File: src/rtl/add_pipe_if.sv
// add_pipe_if: operand/result handshake bundle for add_pipe (ADD_PIPE_OVF_EN adds OVF)
interface add_pipe_if #(
  parameter int WIDTH = 32
);
  logic             IN_VALID;
  logic             IN_READY;
  logic [WIDTH-1:0] A;
  logic [WIDTH-1:0] B;
  logic             CI;
  logic             OUT_VALID;
  logic             OUT_READY;
  logic [WIDTH-1:0] S;
  logic             CO;
`ifdef ADD_PIPE_OVF_EN
  logic             OVF;
`endif
  modport slave (
    input  IN_VALID, A, B, CI, OUT_READY,
`ifdef ADD_PIPE_OVF_EN
    output OVF,
`endif
    output IN_READY, OUT_VALID, S, CO
  );
  modport master (
    output IN_VALID, A, B, CI, OUT_READY,
`ifdef ADD_PIPE_OVF_EN
    input  OVF,
`endif
    input  IN_READY, OUT_VALID, S, CO
  );
endinterface

File: src/rtl/add_pipe.sv
// add_pipe: pipelined WIDTH-bit adder, one CHUNK-bit ripple slice per stage, valid/ready both ends
// Ports: CK clock; RST sync active-high reset; bus (add_pipe_if.slave):
//   IN_VALID/IN_READY/A/B/CI operand beat, OUT_VALID/OUT_READY/S/CO result beat.
// Define ADD_PIPE_OVF_EN to add the registered signed-overflow flag OVF to the result beat.
module add_pipe #(
  parameter int WIDTH  = 32,
  parameter int STAGES = 4
) (
  input logic       CK,
  input logic       RST,
  add_pipe_if.slave bus
);
  localparam int CHUNK = WIDTH / STAGES;
  localparam int L     = STAGES - 1;
  logic             v_q [STAGES];
  logic             v_d [STAGES];
  logic             c_q [STAGES];
  logic             c_d [STAGES];
  logic [WIDTH-1:0] a_q [STAGES];
  logic [WIDTH-1:0] a_d [STAGES];
  logic [WIDTH-1:0] b_q [STAGES];
  logic [WIDTH-1:0] b_d [STAGES];
  logic [WIDTH-1:0] s_q [STAGES];
  logic [WIDTH-1:0] s_d [STAGES];
  // u_* is what feeds stage k: the bus for stage 0, stage k-1's registers otherwise
  logic             u_v [STAGES];
  logic             u_c [STAGES];
  logic [WIDTH-1:0] u_a [STAGES];
  logic [WIDTH-1:0] u_b [STAGES];
  logic [WIDTH-1:0] u_s [STAGES];
  logic [CHUNK:0]   sum [STAGES];
  logic             adv [STAGES];
  logic             ld  [STAGES];
`ifdef ADD_PIPE_OVF_EN
  logic             ovf_q;
  logic             ovf_d;
`endif
  always_comb begin
    u_v[0] = bus.IN_VALID;
    u_c[0] = bus.CI;
    u_a[0] = bus.A;
    u_b[0] = bus.B;
    u_s[0] = '0;
    for (int k = 1; k < STAGES; k++) begin
      u_v[k] = v_q[k-1];
      u_c[k] = c_q[k-1];
      u_a[k] = a_q[k-1];
      u_b[k] = b_q[k-1];
      u_s[k] = s_q[k-1];
    end
    // a stage may take a new beat when it is empty or its occupant moves on
    adv[L] = bus.OUT_READY | ~v_q[L];
    for (int k = L - 1; k >= 0; k--) adv[k] = adv[k+1] | ~v_q[k];
    for (int k = 0; k < STAGES; k++) begin
      ld[k]  = adv[k] & u_v[k];
      sum[k] = {1'b0, u_a[k][k*CHUNK +: CHUNK]} + {1'b0, u_b[k][k*CHUNK +: CHUNK]} + {{CHUNK{1'b0}}, u_c[k]};
      v_d[k] = adv[k] ? u_v[k] : v_q[k];
      a_d[k] = ld[k] ? u_a[k] : a_q[k];
      b_d[k] = ld[k] ? u_b[k] : b_q[k];
      c_d[k] = ld[k] ? sum[k][CHUNK] : c_q[k];
      s_d[k] = ld[k] ? u_s[k] : s_q[k];
      if (ld[k]) s_d[k][k*CHUNK +: CHUNK] = sum[k][CHUNK-1:0];
    end
`ifdef ADD_PIPE_OVF_EN
    // the last slice holds both operand MSBs and produces the sum MSB
    ovf_d = ld[L] ? ~(u_a[L][WIDTH-1] ^ u_b[L][WIDTH-1]) & (sum[L][CHUNK-1] ^ u_a[L][WIDTH-1]) : ovf_q;
`endif
  end
  always_ff @(posedge CK) begin
    if (RST) begin
      for (int k = 0; k < STAGES; k++) begin
        v_q[k] <= 1'b0;
        c_q[k] <= 1'b0;
        a_q[k] <= '0;
        b_q[k] <= '0;
        s_q[k] <= '0;
      end
`ifdef ADD_PIPE_OVF_EN
      ovf_q <= 1'b0;
`endif
    end else begin
      for (int k = 0; k < STAGES; k++) begin
        v_q[k] <= v_d[k];
        c_q[k] <= c_d[k];
        a_q[k] <= a_d[k];
        b_q[k] <= b_d[k];
        s_q[k] <= s_d[k];
      end
`ifdef ADD_PIPE_OVF_EN
      ovf_q <= ovf_d;
`endif
    end
  end
  assign bus.IN_READY  = adv[0];
  assign bus.OUT_VALID = v_q[L];
  assign bus.S         = s_q[L];
  assign bus.CO        = c_q[L];
`ifdef ADD_PIPE_OVF_EN
  assign bus.OVF       = ovf_q;
`endif
endmodule

File: src/flat_wrapper.sv
// flat-port wrapper written by rule: the top's interface ports become plain ports
module add_pipe_flat 
#(
  parameter int WIDTH  = 32,
  parameter int STAGES = 4
)
  (CK, RST, bus_IN_VALID, bus_A, bus_B, bus_CI, bus_OUT_READY, bus_IN_READY, bus_OUT_VALID, bus_S, bus_CO);
  add_pipe_if #(.WIDTH(WIDTH)) bus_i ();
  input logic CK;
  input logic RST;
  input wire logic [$bits(bus_i.IN_VALID)-1:0] bus_IN_VALID;
  input wire logic [$bits(bus_i.A)-1:0] bus_A;
  input wire logic [$bits(bus_i.B)-1:0] bus_B;
  input wire logic [$bits(bus_i.CI)-1:0] bus_CI;
  input wire logic [$bits(bus_i.OUT_READY)-1:0] bus_OUT_READY;
  output wire logic [$bits(bus_i.IN_READY)-1:0] bus_IN_READY;
  output wire logic [$bits(bus_i.OUT_VALID)-1:0] bus_OUT_VALID;
  output wire logic [$bits(bus_i.S)-1:0] bus_S;
  output wire logic [$bits(bus_i.CO)-1:0] bus_CO;
  assign bus_i.IN_VALID = bus_IN_VALID;
  assign bus_i.A = bus_A;
  assign bus_i.B = bus_B;
  assign bus_i.CI = bus_CI;
  assign bus_i.OUT_READY = bus_OUT_READY;
  assign bus_IN_READY = bus_i.IN_READY;
  assign bus_OUT_VALID = bus_i.OUT_VALID;
  assign bus_S = bus_i.S;
  assign bus_CO = bus_i.CO;
  add_pipe #(.WIDTH(WIDTH), .STAGES(STAGES)) u_core (.CK(CK), .RST(RST), .bus(bus_i));
endmodule
File: config.mk
export PLATFORM = sky130hd
export DESIGN_NAME = add_pipe_flat
export DESIGN_NICKNAME = d
export VERILOG_FILES = /design/src/rtl/add_pipe_if.sv /design/src/rtl/add_pipe.sv /design/src/flat_wrapper.sv
export SDC_FILE = /design/constraint.sdc
export NUM_CORES = 1
export LEC_CHECK = 0
export BUFFER_PORTS_ARGS = -buffer_cell sky130_fd_sc_hd__buf_2
export CAP_MARGIN = 20
export CORE_ASPECT_RATIO = 2
export CORE_MARGIN = 2
export CORE_UTILIZATION = 25
export CTS_BUF_LIST = sky130_fd_sc_hd__clkbuf_4 sky130_fd_sc_hd__clkbuf_8
export DETAILED_ROUTE_END_ITERATION = 8
export PLACE_DENSITY_LB_ADDON = 0.05
export SYNTH_ARGS = -nofsm -noshare
export SYNTH_HDL_FRONTEND = slang
export SYNTH_SLANG_ARGS = --single-unit
File: constraint.sdc
create_clock -name CK -period 2.23 [get_ports CK]
set_clock_uncertainty 0.2 [all_clocks]
set_input_delay 0.223 -clock CK [delete_from_list [all_inputs] [get_ports CK]]
set_output_delay 0.223 -clock CK [all_outputs]
set_load 0.02 [all_outputs]
==> metrics.csv <==
stage,metric,value,unit
hold_path,hold_end,u_core.c_q[0],
floorplan,io_pins,104,
setup_path,cp.required,2.47,ns
floorplan,num_rows,92,
logic_synthesis,synth_edf_count,0,
setup_path,critical_path_buf_inv_count,1,
global_routing,grt_pass1_vias,6746,
cells_and_area,multiInputGateArea,3820,sq um
route,vias_per_cell,4.39,
setup_path,critical_path.top_delay_family,adder cells,
sta,setup_slack,-0.0223,ns
place,placed_area,8940,sq um
clocking,cts_tree,done,
logic_synthesis,yosys_register_bits,184,
logic_synthesis,muxShareOfSynthArea,0,%
floorplan,die_area,33400,sq um
status,outcome,finished with violations,
cells_and_area,fin_util,31.6,%
hold_path,hold_path_depth,4,
setup_path,reg2reg_depth,7,
floorplan,core-area,31400,sq um
setup_path,cp_slowest_cell,fa_2,
setup_path,crit_chain,fa_2 -> fa_2 -> a211oi_2 -> o21bai_2 -> buf_4 -> a211o_1 -> nand3_1,
route,finalWirelength,22000,um
logic_synthesis,synth_cell_types,49,
sta,relSlewSlack,66.4,%
logic_synthesis,synth_area_leaders,"dfxtp_1 46%, nand2_1 15%, a21oi_1 11%",
setup_path,critPathKind,reg2reg,
setup_path,rrSetupSlack,-0.02,ns
power_and_ir_drop,vdd_drop_max,354,uV
place,placed_cells,1466,
logic_synthesis,synth_cells,988,
logic_synthesis,synth-seq-area-share,46.3,%
cells_and_area,drive_gt1_share,17.6,%
route,first_pass_iters,4,
logic_synthesis,syn_nets,1093,
setup_path,rr_startpoint,u_core.a_q[0][88],
route,via_count,6842,
sta,fin_setup_tns,-0.0232,ns
global_routing,grt_overflow_total,0,
setup_path,start_kind,register,
route,antenna_left,0,
sta,fmax,444,MHz
logic_synthesis,synthSimpleGateAreaFrac,20.7,%
sta,whs,0.0418,ns
clocking,worst_skew_pair.late_latency,0.49,ns
setup_path,worstPathArrival,2.49,ns
power_and_ir_drop,power_leakage,3.84,nW
setup_path,cp_max_fo,2,
floorplan,die_w,130,um
sta,rsz0062_at_grt,yes,
clocking,ctsLongestPathBuffers,2,
hold_path,hold_start,bus_B[7],
sta,period_share,101,%
logic_synthesis,syn_area,7960,sq um
cells_and_area,final_nets,1226,
sta,finalHoldViolCount,0,
setup_path,crit_path_end_kind,register,
clocking,cts_num_sinks,184,
logic_synthesis,syn-mean-instance-area,8.05,sq um
global_routing,track_usage,13.7,%
route,wire_per_inst,14.1,um
logic_synthesis,synth-compound-area-share,19.8,%
logic_synthesis,synthArstFlopShare,0,%
logic_synthesis,synthAdderAreaFrac,6.42,%
global_routing,grt_max_degree,72,
power_and_ir_drop,powerDensity,637,nW/um^2
place,globalplace.congestion,0.733,
setup_path,crit_path_frequent_cell,fa_2,
logic_synthesis,synth_xor_xnor_area_share,0.330,%
route,drt_iter0_markers,278,
cells_and_area,final_cell_count_no_fill,1557,
setup_path,r2r-end,u_core.s_q[3][30],
status,violations,setup timing,
flow_run,maxCapViolations,0,
place,hpwlAfterDp,15600,um
floorplan,start_util,25.3,%
clocking,path_clk_slew,0.10,ns
place,io_buffers,103,
logic_synthesis,synth.most_common_cell,nand2_1,
global_routing,antenna_found_initial,1,
setup_path,slowest_delay,0.42,ns
route,drcViolationCount,0,
cells_and_area,seq_area,3690,sq um
clocking,cts_max_level,4,
clocking,cts_buffers,17,
cells_and_area,fill_cells,3451,
cells_and_area,synthToLayoutAreaGrowth,24.9,%
logic_synthesis,synthTopCellsByCount,"316 x nand2_1, 184 x dfxtp_1, 169 x a21oi_1",
logic_synthesis,synth_ff_type,dfxtp_1,
logic_synthesis,synth_top_area_share,46.3,%
floorplan,die_h,256,um
sta,setup_viol,2,
logic_synthesis,yosysTopAreaCell,dfxtp_1,
logic_synthesis,synth_top_family_by_area,simple AND/OR/NAND/NOR gates,
sta,period_needed,2.25,ns
sta,drv_slew,0,
hold_path,min_path_type,in2reg,
sta,worst_pin_slew,0.504,ns
clocking,cts-root-buf,clkbuf_8,
global_routing,grt_pass1_wl,35900,um
logic_synthesis,yosysWarnings,0,
cells_and_area,design_area,9940,sq um
placed cells by master, fill, tap and decap left out, types with 10 or more instances in the layout:
cell,instances
dfxtp_1,179
clkbuf_8,19
ha_1,28
buf_4,32
nand2_1,316
a211o_1,12
buf_2,102
nand3_1,17
o211ai_1,10
a211oi_1,11
o21ai_0,20
dlygate4sd3_1,58
nor2_1,19
a21oi_1,168
inv_1,14
metrics by stage:
| stage | worst slack (ns) | power (mW) |
|---|---|---|
| after floorplan | 0.00339 | 3.87 |
| after global placement | -0.163 | 4.13 |
| after detailed placement | -0.148 | 4.13 |
| after CTS | -0.0558 | 6.48 |
| after global routing | -0.121 | 6.67 |
| final | -0.0223 | 6.33 |
worst max-delay path by stage:
stage                 startpoint           endpoint  slack (ns)  depth (start not counted)
4_1_cts        u_core.b_q[0][88]      u_core.c_q[3]       -0.06                          6
3_5_place_dp              bus_CI   u_core.s_q[0][6]       -0.15                          7
5_1_grt        u_core.a_q[0][88]  u_core.s_q[3][30]       -0.12                          7
6_report       u_core.a_q[0][88]  u_core.s_q[3][30]       -0.02                          7
3_3_place_gp              bus_CI   u_core.s_q[0][6]       -0.16                          7
2_1_floorplan             bus_CI   u_core.s_q[0][6]       0.003                          6
area by class of cell:
cell class | instances | area share, %
well taps | 423 | 5.33
inverters | 14 | 0.529
diodes | 1 | 0.0252
clock buffers | 21 | 2.78
repair buffers | 199 | 14.7
flip-flops and latches | 184 | 37.2
multi-input cells | 705 | 38.5
clock inverters | 10 | 0.970
report_power, final:
| group | internal, mW | total [mW] | switching [mW] |
|---|---|---|---|
| Sequential | 3.38 | 3.44 | 0.0608 |
| Clock | 0.963 | 2.21 | 1.25 |
| Combinational | 0.303 | 0.670 | 0.367 |
metal layers:
metal  wire length, um  track usage [%]  vias up  part of all wire (%)
met3               489             2.59       17                   2.2
met1             10100             16.8     3148                    46
met2             11000             23.5       83                    50
li1                  -                -     3594                     -
met5                 0                0        -                     0
met4               346             4.75        0                   1.6
worst reg2reg max path, delay by kind of cell, from the launching register on:
kind | cells | cell delay, ns
AO/OA/AOI/OAI | 3 | 0.65
adder cells (fa/ha/maj) | 2 | 0.78
buffers and inverters | 1 | 0.16
flip-flops | 1 | 0.35
AND/OR/NAND/NOR | 1 | 0.06
flip-flops by register name (all words and copies together) (netlist names):
register,count
u_core.v_q,4
u_core.s_q,80
u_core.c_q,4
u_core.a_q,48
u_core.b_q,48
cells by family (layout without fill, tap and decap cells):
kind of cell / after synthesis / after routing
AOI/OAI and AO/OA: 265 / 265
xor gates and xnor gates: 3 / 3
adders and majority gates: 36 / 36
buffers and inverters: 99 / 244
DFF: 184 / 184
other: 0 / 1
and+or+nand+nor: 401 / 401
timing repair:
item / in CTS / in global routing
endpoints found under the setup margin: 4 / 11
hold buffers: 57 / 1
pin swaps: 2 / 7
endpoints found under the hold margin: 76 / 21
buffers inserted: 1 / 0
gates resized for setup: 6 / 10
(Power assumes the default switching activity.)
